$ cat config.mk
export PLATFORM = sky130hd
export DESIGN_NAME = battle_menu_ctrl
export DESIGN_NICKNAME = d
export VERILOG_FILES = /design/src/rtl/menu_pkg.sv /design/src/rtl/menu_item_sprite.sv /design/src/rtl/battle_menu_ctrl.sv
export SDC_FILE = /design/constraint.sdc
export NUM_CORES = 1
export LEC_CHECK = 0
export BUFFER_PORTS_ARGS = -buffer_cell sky130_fd_sc_hd__buf_2
export CORE_ASPECT_RATIO = 2
export CORE_MARGIN = 5
export CORE_UTILIZATION = 59
export DETAILED_ROUTE_END_ITERATION = 10
export MAX_ROUTING_LAYER = met4
export PLACE_DENSITY = 0.8
export SYNTH_ARGS = -nofsm -noshare
export SYNTH_HDL_FRONTEND = slang
export SYNTH_HIERARCHICAL = 1
export SYNTH_SLANG_ARGS = --single-unit
$ cat constraint.sdc
create_clock -name clk -period 3.5 [get_ports clk]
set_input_delay 0.7 -clock clk [delete_from_list [all_inputs] [get_ports clk]]
set_output_delay 0.7 -clock clk [all_outputs]
set_load 0.02 [all_outputs]
$ cat src/rtl/menu_pkg.sv
// Shared types and constants for the battle command menu.
// Frame geometry and item outline thickness live here so the sprites and the top agree.
package menu_pkg;

    typedef enum logic [1:0] {
        IDLE   = 2'd0,
        ACTIVE = 2'd1,
        DONE   = 2'd2,
        CANCEL = 2'd3
    } menu_state_t;

    localparam logic [1:0]  KEY_NONE  = 2'b00;
    localparam logic [1:0]  KEY_LEFT  = 2'b01;
    localparam logic [1:0]  KEY_RIGHT = 2'b10;

    localparam logic [11:0] COLOR_NONE = 12'h000;
    localparam logic [11:0] COLOR_DIS  = 12'h444;

    localparam int ITEM_BORDER = 2;

    // Frame box surrounding the item row; IDLE shows only its bottom FRAME_T rows.
    localparam int FRAME_X0 = 100;
    localparam int FRAME_X1 = 879;
    localparam int FRAME_Y0 = 690;
    localparam int FRAME_Y1 = 765;
    localparam int FRAME_T  = 3;

endpackage

$ cat src/rtl/menu_item_sprite.sv
// One menu item box outline; purely combinational hit test and colour select.
// The parent registers the result, so this adds no latency of its own.
module menu_item_sprite
    import menu_pkg::*;
#(
    parameter int          X           = 0,
    parameter int          Y           = 0,
    parameter int          W           = 110,
    parameter int          H           = 42,
    parameter logic [11:0] FRAME_COLOR = 12'hFFF,
    parameter logic [11:0] SEL_COLOR   = 12'hFF0
) (
    input  logic [10:0] hcount_in,
    input  logic [9:0]  vcount_in,
    input  logic        selected_in,
    input  logic        enabled_in,
    output logic [11:0] pixel_out,
    output logic        hit_out
);

    localparam logic [10:0] XO0 = 11'(X);
    localparam logic [10:0] XO1 = 11'(X + W - 1);
    localparam logic [10:0] XI0 = 11'(X + ITEM_BORDER);
    localparam logic [10:0] XI1 = 11'(X + W - 1 - ITEM_BORDER);
    localparam logic [9:0]  YO0 = 10'(Y);
    localparam logic [9:0]  YO1 = 10'(Y + H - 1);
    localparam logic [9:0]  YI0 = 10'(Y + ITEM_BORDER);
    localparam logic [9:0]  YI1 = 10'(Y + H - 1 - ITEM_BORDER);

    logic w_outer;
    logic w_inner;

    assign w_outer = (hcount_in >= XO0) && (hcount_in <= XO1) &&
                     (vcount_in >= YO0) && (vcount_in <= YO1);
    assign w_inner = (hcount_in >= XI0) && (hcount_in <= XI1) &&
                     (vcount_in >= YI0) && (vcount_in <= YI1);

    assign hit_out   = w_outer && !w_inner;
    assign pixel_out = !hit_out    ? COLOR_NONE :
                       selected_in ? SEL_COLOR  :
                       enabled_in  ? FRAME_COLOR : COLOR_DIS;

endmodule

$ cat src/rtl/battle_menu_ctrl.sv
// N-item battle command menu: arm on state entry, edge-detected cursor, confirm/cancel/timeout.
// Status outputs and pixel_out are registered (pixel one cycle behind hcount/vcount).
module battle_menu_ctrl
    import menu_pkg::*;
#(
    parameter int          NUM_ITEMS     = 4,
    parameter int          ITEM_X0       = 126,
    parameter int          ITEM_PITCH    = 206,
    parameter int          ITEM_Y        = 707,
    parameter int          ITEM_W        = 110,
    parameter int          ITEM_H        = 42,
    parameter logic [3:0]  TRIGGER_STATE = 4'h0,
    parameter int          WRAP          = 1,
    parameter int          TIMEOUT_CYC   = 32500000,
    parameter logic [11:0] FRAME_COLOR   = 12'hFFF,
    parameter logic [11:0] SEL_COLOR     = 12'hFF0,
    localparam int         IDX_W         = (NUM_ITEMS > 1) ? $clog2(NUM_ITEMS) : 1
) (
    input  logic                 clk,
    input  logic                 rst,
    input  logic [10:0]          hcount_in,
    input  logic [9:0]           vcount_in,
    input  logic [3:0]           state_in,
    input  logic [1:0]           key_input_in,
    input  logic                 decide_in,
    input  logic                 cancel_in,
    input  logic [NUM_ITEMS-1:0] enable_mask_in,
    output logic                 busy_out,
    output logic                 finished_out,
    output logic                 cancelled_out,
    output logic [IDX_W-1:0]     sel_idx_out,
    output logic [11:0]          pixel_out
);

    localparam int          CNT_W      = (TIMEOUT_CYC > 1) ? $clog2(TIMEOUT_CYC + 1) : 1;
    localparam int unsigned CNT_LAST_I = (TIMEOUT_CYC > 0) ? TIMEOUT_CYC - 1 : 0;
    localparam logic [CNT_W-1:0] CNT_LAST = CNT_LAST_I[CNT_W-1:0];

    localparam logic [10:0] FX0  = 11'(FRAME_X0);
    localparam logic [10:0] FX1  = 11'(FRAME_X1);
    localparam logic [10:0] FXI0 = 11'(FRAME_X0 + FRAME_T);
    localparam logic [10:0] FXI1 = 11'(FRAME_X1 - FRAME_T);
    localparam logic [9:0]  FY0  = 10'(FRAME_Y0);
    localparam logic [9:0]  FY1  = 10'(FRAME_Y1);
    localparam logic [9:0]  FYI0 = 10'(FRAME_Y0 + FRAME_T);
    localparam logic [9:0]  FYI1 = 10'(FRAME_Y1 - FRAME_T);

    menu_state_t      r_state;
    logic [3:0]       r_old_state;
    logic [1:0]       r_old_key;
    logic             r_old_decide;
    logic             r_old_cancel;
    logic [IDX_W-1:0] r_sel;
    logic [CNT_W-1:0] r_cnt;
    logic             r_busy;
    logic             r_fin;
    logic             r_can;
    logic [11:0]      r_pix;

    logic w_key_ev, w_dec_ev, w_can_ev, w_any_ev;
    logic w_arm, w_cur_en, w_timeout;
    logic w_in_outer, w_in_inner, w_frame_hit;
    logic [11:0] w_pix_next;
    logic [NUM_ITEMS-1:0]          w_item_hit;
    logic [NUM_ITEMS-1:0][11:0]    w_item_pix;
    logic [NUM_ITEMS:0][11:0]      w_item_chain;

    function automatic logic [IDX_W-1:0] f_lowest(input logic [NUM_ITEMS-1:0] mask);
        logic [IDX_W-1:0] res;
        logic [IDX_W-1:0] ui;
        res = '0;
        for (int i = NUM_ITEMS - 1; i >= 0; i--) begin
            ui = IDX_W'(i);
            if (mask[ui]) res = ui;
        end
        return res;
    endfunction

    // Nearest enabled item in the given direction; unchanged when none qualifies.
    function automatic logic [IDX_W-1:0] f_step(input logic [IDX_W-1:0]     cur,
                                                 input logic [NUM_ITEMS-1:0] mask,
                                                 input logic                 right,
                                                 input logic                 wrap);
        logic [IDX_W-1:0] res;
        logic [IDX_W-1:0] ui;
        logic             found;
        int               pos;
        res   = cur;
        found = 1'b0;
        for (int k = 1; k < NUM_ITEMS; k++) begin
            pos = right ? int'(cur) + k : int'(cur) - k;
            if (wrap) pos = (pos + NUM_ITEMS) % NUM_ITEMS;
            ui = IDX_W'(pos);
            if (!found && pos >= 0 && pos < NUM_ITEMS && mask[ui]) begin
                res   = ui;
                found = 1'b1;
            end
        end
        return res;
    endfunction

    assign w_key_ev  = (r_old_key == KEY_NONE) &&
                       (key_input_in == KEY_LEFT || key_input_in == KEY_RIGHT);
    assign w_dec_ev  = decide_in && !r_old_decide;
    assign w_can_ev  = cancel_in && !r_old_cancel;
    assign w_any_ev  = w_key_ev || w_dec_ev || w_can_ev;
    assign w_arm     = (state_in == TRIGGER_STATE) && (r_old_state != TRIGGER_STATE);
    assign w_cur_en  = enable_mask_in[r_sel];
    assign w_timeout = (TIMEOUT_CYC > 0) && !w_any_ev && (r_cnt == CNT_LAST);

    assign w_item_chain[NUM_ITEMS] = COLOR_NONE;

    for (genvar g = 0; g < NUM_ITEMS; g++) begin : g_item
        menu_item_sprite #(
            .X           (ITEM_X0 + g * ITEM_PITCH),
            .Y           (ITEM_Y),
            .W           (ITEM_W),
            .H           (ITEM_H),
            .FRAME_COLOR (FRAME_COLOR),
            .SEL_COLOR   (SEL_COLOR)
        ) u_item (
            .hcount_in   (hcount_in),
            .vcount_in   (vcount_in),
            .selected_in (r_sel == IDX_W'(g)),
            .enabled_in  (enable_mask_in[g]),
            .pixel_out   (w_item_pix[g]),
            .hit_out     (w_item_hit[g])
        );
        // Lowest index wins if boxes ever overlap.
        assign w_item_chain[g] = w_item_hit[g] ? w_item_pix[g] : w_item_chain[g+1];
    end

    assign w_in_outer = (hcount_in >= FX0) && (hcount_in <= FX1) &&
                        (vcount_in >= FY0) && (vcount_in <= FY1);
    assign w_in_inner = (hcount_in >= FXI0) && (hcount_in <= FXI1) &&
                        (vcount_in >= FYI0) && (vcount_in <= FYI1);
    assign w_frame_hit = (r_state == ACTIVE) ? (w_in_outer && !w_in_inner)
                                             : (w_in_outer && vcount_in > FYI1);

    assign w_pix_next = ((r_state == ACTIVE) && (|w_item_hit)) ? w_item_chain[0] :
                        w_frame_hit                            ? FRAME_COLOR     : COLOR_NONE;

    always_ff @(posedge clk) begin
        if (rst) begin
            r_state      <= IDLE;
            r_old_state  <= 4'hA;
            r_old_key    <= KEY_NONE;
            r_old_decide <= 1'b0;
            r_old_cancel <= 1'b0;
            r_sel        <= f_lowest(enable_mask_in);
            r_cnt        <= '0;
            r_busy       <= 1'b0;
            r_fin        <= 1'b0;
            r_can        <= 1'b0;
            r_pix        <= COLOR_NONE;
        end else begin
            r_old_state  <= state_in;
            r_old_key    <= key_input_in;
            r_old_decide <= decide_in;
            r_old_cancel <= cancel_in;
            r_fin        <= 1'b0;
            r_can        <= 1'b0;
            r_pix        <= w_pix_next;
            case (r_state)
                IDLE: begin
                    if (w_arm) begin
                        r_state <= ACTIVE;
                        r_busy  <= 1'b1;
                        r_sel   <= f_lowest(enable_mask_in);
                        r_cnt   <= '0;
                    end
                end
                ACTIVE: begin
                    if (w_dec_ev && w_cur_en) begin
                        r_state <= DONE;
                        r_fin   <= 1'b1;
                        r_busy  <= 1'b0;
                    end else if (w_can_ev) begin
                        r_state <= CANCEL;
                        r_can   <= 1'b1;
                        r_busy  <= 1'b0;
                    end else if (w_timeout) begin
                        r_busy  <= 1'b0;
                        r_state <= w_cur_en ? DONE : CANCEL;
                        r_fin   <= w_cur_en;
                        r_can   <= !w_cur_en;
                    end else begin
                        r_cnt <= w_any_ev ? '0 : r_cnt + CNT_W'(1);
                        // A freshly disabled cursor item is repaired before any key move.
                        if (!w_cur_en)
                            r_sel <= f_step(r_sel, enable_mask_in, 1'b1, 1'b1);
                        else if (w_key_ev)
                            r_sel <= f_step(r_sel, enable_mask_in,
                                            key_input_in == KEY_RIGHT, WRAP != 0);
                    end
                end
                default: r_state <= IDLE;
            endcase
        end
    end

    assign busy_out      = r_busy;
    assign finished_out  = r_fin;
    assign cancelled_out = r_can;
    assign sel_idx_out   = r_sel;
    assign pixel_out     = r_pix;

endmodule

# Word-level counts from Yosys, hierarchy flattened
# Cells that the tools add are included.
# totals
reg_bits,52
latchBits,0
ram_bits,0
romBits,0
inputBits,35
output_inout_bits,17
word_cells,334
mem_count,0
# op_classes
n_addsub,13
n_mul,0
n_div,0
n_lt_le_gt_ge,48
n_eq_ne,19
shift,0
mux,141
bitwise,7
n_reduce_logical,95
# op_table
op,count
32-bit 2-to-1 mux,42
"32-bit by 4-bit adder with 32-bit output, second input constant",6
"32-bit by 1-bit >= comparator with 1-bit output, second input constant",6
"32-bit by 4-bit less-than comparator with 1-bit output, second input constant",6
12-bit 2-to-1 mux,14
25-bit 2-to-1 mux,5
"11-bit by 10-bit <= comparator with 1-bit output, second input constant",6
1-bit logical AND,59
25-bit one-hot mux with 2 select lines,1
1-bit 2-to-1 mux,48
"11-bit by 10-bit >= comparator with 1-bit output, second input constant",4
2-bit 2-to-1 mux,21
"10-bit >= comparator, second input constant",4
"10-bit <= comparator, second input constant",4
"11-bit by 7-bit >= comparator with 1-bit output, second input constant",3
"25-bit by 1-bit adder with 25-bit output, second input constant",1
"25-bit == test, second input constant",1
"11-bit by 9-bit >= comparator with 1-bit output, second input constant",2
"11-bit by 8-bit <= comparator with 1-bit output, second input constant",2
"11-bit by 9-bit <= comparator with 1-bit output, second input constant",2
"2-bit by 3-bit less-than comparator with 1-bit output, second input constant",7
1-bit binary-select mux with 2-bit select,7
2-bit OR reduction,7
1-bit logical NOT,13
other kinds (29),52

# Depth between registers and ports, before layout
# Gate-level depths: netlist (run 1).
# depth
depth_word,47
depth_mapped,11
depth_no_buf,10

# Hierarchy
# Netlist (run 1), hierarchy kept.
# by_module_without_submodules
mod,instances,cells_per_inst,area_each_um2,seq_area_each_um2
battle_menu_ctrl,1,428,3325.7,1061.0
menu_item_sprite (g_item[3].u_item),1,49,347.8,0.0
menu_item_sprite (g_item[0].u_item),1,42,292.8,0.0
menu_item_sprite (g_item[2].u_item),1,41,282.8,0.0
menu_item_sprite (g_item[1].u_item),1,39,246.5,0.0

# Least setup slack after synthesis (run 1)
# Ideal clock, no wire load.
# synth_timing
path_kind,input -> register
startpoint,in vcount_in[3]
endpoint,"reg r_pix[4], in the netlist pixel_out[4]"
arrival_time_ps,2868
required_time_ps,3426
slack_ps,558
stages,11
path_buffers,1
cell_sequence,inv_2 -> nor4b_4 -> a41oi_1 -> a211oi_1 -> nor3_1 -> o41ai_1 -> nand2_1 -> a2111oi_0 -> o31ai_1 -> clkbuf_1 -> o21ai_0
# synth_via
elab_chain_cells,10
elab_cells_between_ends,49
classes_between,order compare: 9; mux: 7; reduce/logical: 33
# synth_rtl
element,line_no,text
"start, declared",battle_menu_ctrl.sv:22,"input logic [9:0] vcount_in,"
10-bit >= comparator,menu_item_sprite.sv:36,(vcount_in >= YI0) && (vcount_in <= YI1);
1-bit logical AND,menu_item_sprite.sv:35,assign w_inner = (hcount_in >= XI0) && (hcount_in <= XI1) &&
1-bit logical AND,menu_item_sprite.sv:36,
1-bit logical NOT,menu_item_sprite.sv:38,assign hit_out = w_outer && !w_inner;
1-bit logical AND (*),menu_item_sprite.sv:38,
net w_item_hit[3],battle_menu_ctrl.sv:64,logic [NUM_ITEMS-1:0] w_item_hit;
12-bit 2-to-1 mux (4 in series),battle_menu_ctrl.sv:130,assign w_item_chain[g] = w_item_hit[g] ? w_item_pix[g] : w_item_chain[g+1];
12-bit 2-to-1 mux (*),battle_menu_ctrl.sv:140,assign w_pix_next = ((r_state == ACTIVE) && (|w_item_hit)) ? w_item_chain[0] :
"end signal, assigned",battle_menu_ctrl.sv:163,r_pix <= w_pix_next;
"end, declared",battle_menu_ctrl.sv:58,logic [11:0] r_pix;
# The timed path passes the listed nets; every way through them passes the cells marked *.
# A chain may end at the register's enable or synchronous reset.

# Worst setup path in the final report (run 1)
# layout_timing
startpoint,in hcount_in[8]
endpoint,"reg r_pix[11], in the netlist pixel_out[11]"
# layout_via
elab_chain_cells,11
elab_cells_between_ends,70
classes_between,order compare: 20; mux: 7; reduce/logical: 43
# layout_rtl
element,line_no,text
"start, declared",battle_menu_ctrl.sv:21,"input logic [10:0] hcount_in,"
11-bit by 10-bit >= comparator with 1-bit output or 11-bit by 10-bit <= comparator with 1-bit output (tied branches),menu_item_sprite.sv:35,
1-bit logical AND (2 in series),menu_item_sprite.sv:35,
1-bit logical AND,menu_item_sprite.sv:36,
1-bit logical NOT,menu_item_sprite.sv:38,
1-bit logical AND (*),menu_item_sprite.sv:38,
net w_item_hit[3],battle_menu_ctrl.sv:64,
12-bit 2-to-1 mux (4 in series),battle_menu_ctrl.sv:130,
12-bit 2-to-1 mux (*),battle_menu_ctrl.sv:140,
# Marks and branches as above.

==> results of run 1 <==
-- flip-flops by register name, summed over array words and instances, names as in the netlist --
| name | cells |
|---|---|
| r_old_state | 4 |
| r_cnt | 25 |
| pixel_out | 12 |
| r_state | 2 |
| r_old_key | 2 |
| r_old_decide | 1 |
| busy_out | 1 |
| cancelled_out | 1 |
| sel_idx_out | 2 |
| r_old_cancel | 1 |
| finished_out | 1 |
-- power by group through the flow --
stage | combinational (µW) | sequential [µW] | clock (µW)
CTS | 355 | 619 | 502
finish | 360 | 619 | 492
global route | 392 | 620 | 528
floorplan | 210 | 638 | 0
global placement | 343 | 632 | 0
detailed placement | 352 | 632 | 0
-- stage by stage --
| step | instances | utilization, % |
|---|---|---|
| after global routing | 718 | 64.3 |
| after global placement | 710 | 62.3 |
| final | 718 | 64.3 |
| after floorplan | 599 | - |
| after detailed placement | 710 | 62.3 |
| after CTS | 718 | 64.2 |
-- final cells by class --
class	count	area [µm²]	share of cell area, %
Clock buffer	5	125	2.58
Clock inverter	3	21.3	0.439
Inverter	16	60.1	1.24
Multi-Input combinational cell	473	3030	62.5
Sequential cell	52	1060	21.9
Tap cell	94	118	2.43
Timing Repair Buffer	75	435	8.98
-- repair_timing --
action                                  CTS  global route
setup buffers                             0             0
endpoints found under the setup margin    0             2
resized for setup                         0             1
hold buffers                              0             0
-- placed cells by master (no fill, tap or decap), drive strengths merged, types with 5 or more instances in the layout --
master   netlist  final
or2            6      6
a211o          6      6
a221oi        13     13
a21oi         57     57
o31ai          8      8
o21ai         42     42
o21a           6      6
nand3         29     29
a21o           6      6
clkbuf        20      5
buf           38     75
nand2b        12     12
nor3          37     37
and3           7      7
nor4          19     19
nand2         42     42
a211oi         5      5
a2111oi        5      5
nor4b          5      5
or3            8      8
dfxtp         50     50
mux2i          7      7
nand4b         5      5
nor2          42     42
inv           16     17
nand4          7      7
nor2b         27     27
ha             8      8
a31oi         12     12
-- worst reg2reg max path, delay by kind of cell (launching register included) --
kind / cells / cell delay [ns]
AND/OR/NAND/NOR: 1 / 0.08
buffers and inverters: 1 / 0.18
AO/OA/AOI/OAI: 3 / 0.51
XOR/XNOR: 1 / 0.37
flip-flops: 1 / 0.56
adder cells (fa/ha/maj): 1 / 0.44
multiplexers: 1 / 0.31
-- cells by family (layout without fill, tap and decap cells) --
group / count (synthesis) / after routing / synth area share, %
compound gates: 186 / 186 / 27.3
xor+xnor: 2 / 2 / 0.390
fa+ha+maj: 8 / 8 / 2.23
buf+inv: 74 / 99 / 9.24
flops: 52 / 52 / 23.6
mux: 13 / 13 / 3.56
simple gates: 264 / 264 / 33.6
-- worst min path at each step --
stage	start	end	slack [ns]
floorplan	r_cnt[17]	r_cnt[17]	0.45
global placement	r_cnt[14]	r_cnt[14]	0.48
detailed placement	r_cnt[14]	r_cnt[14]	0.48
CTS	r_cnt[14]	r_cnt[14]	0.49
global route	r_cnt[14]	r_cnt[14]	0.51
finish	r_cnt[14]	r_cnt[14]	0.49
-- per-layer routing --
layer  vias to the layer above  track usage (%)  part of all wire, %  routed length [µm]
met4                         0             19.2                  6.8                 894
met5                         -                -                    0                   0
met3                        74             3.55                  4.6                 609
met2                       201             53.5                   56                7370
met1                      2226             25.5                   33                4370
li1                       2286                -                    -                   -
==> results by group, run 1 <==
Hold path
  – Hold Path Depth: 2
  – Worst hold path type: flip-flop to flip-flop

Clocking
  – Clk_lat worst skew: 0.30 ns
  – CTS max path bufs: 2
  – H-Tree Depth: 2
  – Clk root buf: clkbuf_16
  – CTS buffer count: 5
  – Sink Count: 52
  – Worst-path clk slew: approximately 0.070 ns
  – CTS tree: done

Critical path
  – Worst Setup Start Kind: primary input
  – Critical R2R Capture: sel_idx_out[0]
  – Cells on worst reg2reg path: 8
  – R2R setup slack: 0.79 ns
  – Crit path kind: primary input to flip-flop
  – CP required: roughly 3.7 ns
  – Critical Path Slowest Stage Cell: or3_1
  – Arrival @ worst endpoint: ~3.4 ns
  – Worst Setup End Kind: flip-flop
  – R2R Path Start: sel_idx_out[1]
  – Crit path max-delay family: simple AND/OR/NAND/NOR gates
  – Critical Path Max Stage Delay: 0.42 ns
  – Levels on crit path: 13
  – CP bufs+invs: 3
  – Max FO, Critical Path: 15
  – Cell Chain, Critical Path: buf_2 -> nand4b_1 -> nor4b_2 -> a21oi_1 -> or3_1 -> nor3_1 -> buf_4 -> nor2b_1 -> buf_4 -> a221oi_1 -> nor3_1 -> a21oi_1 -> o21ai_0
  – Critical Path End: pixel_out[11]
  – Crit. Startpoint: hcount_in[8]

Yosys
  – Asr flop ratio synth: 0%
  – EDFF count, synth: 2
  – Synth Warn #: 6
  – Mapped Area: roughly 0.0045 mm²
  – Synthesized flop and latch total: 52
  – Most used DFF post-synth: dfxtp_1
  – Largest cells by area after synthesis: dfxtp_1, a21oi_1, buf_4
  – Post-synth top cells: a21oi_1, dfxtp_1, nand2_1, nor2_1, o21ai_0
  – Most common cell in the netlist: a21oi_1
  – Synth cell types: 73
  – Post-Syn Nets: roughly 640
  – Dominant cell type by area after synthesis: dfxtp_1
  – Share of the synthesized area in the top cell type: 22.3%
  – Seq/Total Area, Yosys: roughly a quarter
  – Avg Cell Area, Syn: 7.51 µm²
  – Cells after synthesis: roughly 600

Routing
  – DRC violations left: 0
  – DRT Pass-1 Iters: 6
  – Wire length per cell: 18.4 µm
  – Starting DRT DRC Count: 215
  – Drt via density: 6.67
  – Antenna viol nets, final: 0
  – Post-Route WL: 13200 µm
  – Routed via count: 4787

Layout
  – Area Overhead vs Synth: 7.88%
  – # diodes: 0
  – Nets: 666
  – Fillers: 689
  – Share of layout cells above drive strength 1: approximately a fifth
  – Finished layout cell area: 0.00485 mm²

Floorplanning
  – Core ar.: between 0.007 and 0.008 mm²
  – Total I/O pin count: 52
  – Initial Util: 59.6%
  – Die Ht: 133 µm
  – Row count: 45
  – Die W: 71.7 µm
  – Full die area: 0.00957 mm²

STA
  – Slew @ Worst Pin: 1.08 ns
  – Final min period: about 3.2 ns
  – TNS Setup: 0 ns
  – RSZ-0062 raised after global routing: false
  – Final Hold Viols: 0
  – Period utilization: around nine tenths
  – Endpoints failing setup: 0
  – Final Max Slew Viols: 0
  – Fmax: ~0.32 GHz
  – Clock skew: 0.00849 ns
  – Worst Hold Slack: 0.487 ns
  – Worst slew margin: between 20 and 30%
  – Fin worst setup slack: around 0.33 ns

Placed design
  – Number of I/O port buffers: 51
  – Place WS: 0.101 ns
  – Post-DP HPWL: 10100 µm
  – GPL Wtd Cong: 1.04
  – Post-DP Area: 0.00470 mm²

Outcome
  – Status: finished, final reports clean

Power and ir drop
  – Sw Ratio: between 30% and 40%
  – Leak Pwr: 0.00178 µW
  – Switching power total: 463 µW
  – Design internal power: 1010 µW
  – Comb power frac: 24.5%
  – PwrDens: between 300 and 400 mW/mm²
  – Reg power frac: 42.1%
  – Clock share of power: 33.5%
  – Total power: 1470 µW
  – VDD IR max: 0.525 mV

Run
  – Max Cap Viol: 0

Global route
  – Vias in the first global route: 4664
  – Largest net degree at the start of global routing: 41
  – Aggregate global-route resource usage: 28.6%
  – Antenna violations before repair: 0
  – First-pass GRT wire length: 21500 µm
  – Total gr overflow: 0
Power figures use the tool's default switching activity.
==> inputs of run 2 (changes only) <==
--- a/config.mk
+++ b/config.mk
@@ -12,6 +12,7 @@
 export DETAILED_ROUTE_END_ITERATION = 10
 export MAX_ROUTING_LAYER = met4
 export PLACE_DENSITY = 0.8
+export SLEW_MARGIN = 20
 export SYNTH_ARGS = -nofsm -noshare
 export SYNTH_HDL_FRONTEND = slang
 export SYNTH_HIERARCHICAL = 1
==> constraint.sdc (replaced) <==
create_clock -name clk -period 3.7 [get_ports clk]
set_input_delay 0.74 -clock clk [delete_from_list [all_inputs] [get_ports clk]]
set_output_delay 0.74 -clock clk [all_outputs]
set_load 0.02 [all_outputs]
==> results by group, run 2 (same netlist as run 1, synthesis figures left out) <==
Routing
  – DRT Pass-1 Iters: 5 (was 6)
  – Routed via count: 4715 (was 4787)
  – DRC violations left: 0 (unchanged)
  – Drt via density: 6.69 (was 6.67)
  – Post-Route WL: 12900 µm (was 13200 µm)
  – Wire length per cell: 18.3 µm (was 18.4 µm)
  – Starting DRT DRC Count: 255 (was 215)
  – Antenna viol nets, final: 0 (unchanged)

Clocking
  – Sink Count: 52 (unchanged)
  – CTS tree: done (unchanged)
  – CTS Hold Buffers Added: 0 (unchanged)
  – H-Tree Depth: 2 (unchanged)
  – CTS max path bufs: 2 (unchanged)
  – Clk root buf: clkbuf_16 (unchanged)
  – Clk_lat worst skew: 0.30 ns (about the same)
  – CTS buffer count: 5 (unchanged)
  – Cts repair resizes: 0 (unchanged)
  – Worst-path clk slew: 0.08 ns (was 0.07 ns)
  – Post-CTS setup buffer count: 0 (unchanged)

Layout
  – Register area: 0.00106 mm² (unchanged)
  – Area Overhead vs Synth: 5.84% (was 7.88%)
  – Max reg flops: 25 (unchanged)
  – Commonest non-fill, non-tap cell in the layout: a21oi_1 (unchanged)
  – Nets: 653 (was 666)
  – Final std cells w/o fill: 705 (was 718)
  – Commonest non-fill, non-tap cells in the layout: a21oi_1, buf_2, dfxtp_1 (unchanged)
  – # diodes: 0 (unchanged)
  – Reg with most FFs: r_cnt (unchanged)
  – Area of the multi-input gates: 0.00303 mm² (unchanged)
  – Share of layout cells above drive strength 1: 17.5% (was 19.2%)
  – Fillers: 683 (was 689)
  – Core Util, Final: 63.1% (was 64.3%)

Floorplanning
  – Core ar.: 0.00754 mm² (unchanged)
  – Full die area: 0.00957 mm² (unchanged)
  – Die Ht: 133 µm (unchanged)
  – Die W: 71.7 µm (unchanged)
  – Row count: 45 (unchanged)
  – Initial Util: 59.6% (unchanged)
  – Total I/O pin count: 52 (unchanged)

STA
  – Endpoints failing setup: 0 (unchanged)
  – Fmax: 0.304 GHz
  – RSZ-0062 raised after global routing: false (unchanged)
  – Final Max Slew Viols: 0 (unchanged)
  – TNS Setup: 0 ns (unchanged)
  – Slew @ Worst Pin: 1.11 ns (was 1.08 ns)
  – Worst Hold Slack: 0.485 ns (was 0.487 ns)
  – Final Hold Viols: 0 (unchanged)
  – Period utilization: 88.8%
  – Worst slew margin: 25.2% (was 27.2%)
  – Final min period: 3.28 ns
  – Clock skew: 0.0121 ns (was 0.00849 ns)

Placed design
  – GPL Wtd Cong: 0.975 (was 1.04)
  – Post-DP HPWL: 9680 µm (was 10100 µm)
  – Number of I/O port buffers: 51 (unchanged)
  – Inst Count DP: 697 (was 710)

Power and ir drop
  – PwrDens: 294 mW/mm² (was 303 mW/mm²)
  – VDD IR max: 0.283 mV (was 0.525 mV)
  – Leak Pwr: 0.00172 µW (was 0.00178 µW)

Run
  – Max Cap Viol: 0 (unchanged)

Critical path
  – Worst Setup End Kind: flip-flop (unchanged)
  – Crit path max-delay family: compound AO/OA/AOI/OAI gates (was simple AND/OR/NAND/NOR gates)
  – Critical Path Max Stage Delay: 0.47 ns (was 0.42 ns)
  – Max FO, Critical Path: 12 (was 15)
  – Cell Chain, Critical Path: buf_2 -> nor4bb_1 -> nand3_1 -> o22ai_1 -> nor3_1 -> o41ai_1 -> nand2_1 -> a2111oi_0 -> o31ai_2 -> o21ai_0 (was buf_2 -> nand4b_1 -> nor4b_2 -> a21oi_1 -> or3_1 -> nor3_1 -> buf_4 -> nor2b_1 -> buf_4 -> a221oi_1 -> nor3_1 -> a21oi_1 -> o21ai_0)
  – CP required: 3.93 ns (was 3.73 ns)
  – Critical Path Slowest Stage Cell: a2111oi_0 (was or3_1)
  – Worst Setup Start Kind: primary input (unchanged)
  – Arrival @ worst endpoint: 3.51 ns (was 3.40 ns)
  – CP bufs+invs: 1 (was 3)
  – Crit path kind: primary input to flip-flop (unchanged)
  – R2R setup slack: 0.78 ns (was 0.79 ns)

Global route
  – Aggregate global-route resource usage: 27.2% (was 28.6%)
  – Largest net degree at the start of global routing: 42 (was 41)
  – Vias in the first global route: 4429 (was 4664)
  – Antenna violations before repair: 0 (unchanged)
  – Total gr overflow: 0 (unchanged)
  – First-pass GRT wire length: 20700 µm (was 21500 µm)

Outcome
  – Status: finished, final reports clean (unchanged)

Hold path
  – Worst hold path type: flip-flop to flip-flop (unchanged)
[run 2: cell count changes in the layout (fill, tap and decap cells not counted)]
cell	previous run	this run
buf_4	24	11
inv_8	0	1
clkinv_2	1	0
inv_6	1	0
clkinv_4	0	1
[run 2: metrics by stage]
stage	setup WS [ns]	area, µm²	total power [µW]
after global routing	0.171	4760	1450
final	0.416	4760	1400
after CTS	0.479	4750	1390
after detailed placement	0.155	4600	915
after global placement	0.281	4600	906
after floorplan	0.718	4500	802
[run 2: power by group]
part           total (µW)  switching, µW  internal, µW
combinational         318            201           117
clock                 486            229           257
sequential            593           17.3           575
total                1400            447           949
[run 2: layout make-up]
class / count / area share [%]
clock inverter: 3 / 0.578
inverter: 16 / 1.26
clock buffer: 5 / 2.63
tap: 94 / 2.47
multi-input combinational: 473 / 63.7
timing repair buffer: 62 / 7.10
sequential: 52 / 22.3
[run 2: path summary, 6_finish.rpt]
check | start | cells after the start | endpoint
setup / recovery | hcount_in[2] | 10 | pixel_out[1]
hold / removal | r_cnt[17] | 1 | r_cnt[17]
setup reg to reg | sel_idx_out[0] | 6 | sel_idx_out[0]
hold reg to reg | r_cnt[17] | 1 | r_cnt[17]
[run 2: per-layer routing]
metal / global-route usage, % / vias up / part of all wire (%)
met5: - / - / 0
met1: 25.7 / 2225 / 35
li1: - / 2258 / -
met4: 15.0 / 0 / 5.0
met3: 2.49 / 49 / 4.3
met2: 51.7 / 183 / 56
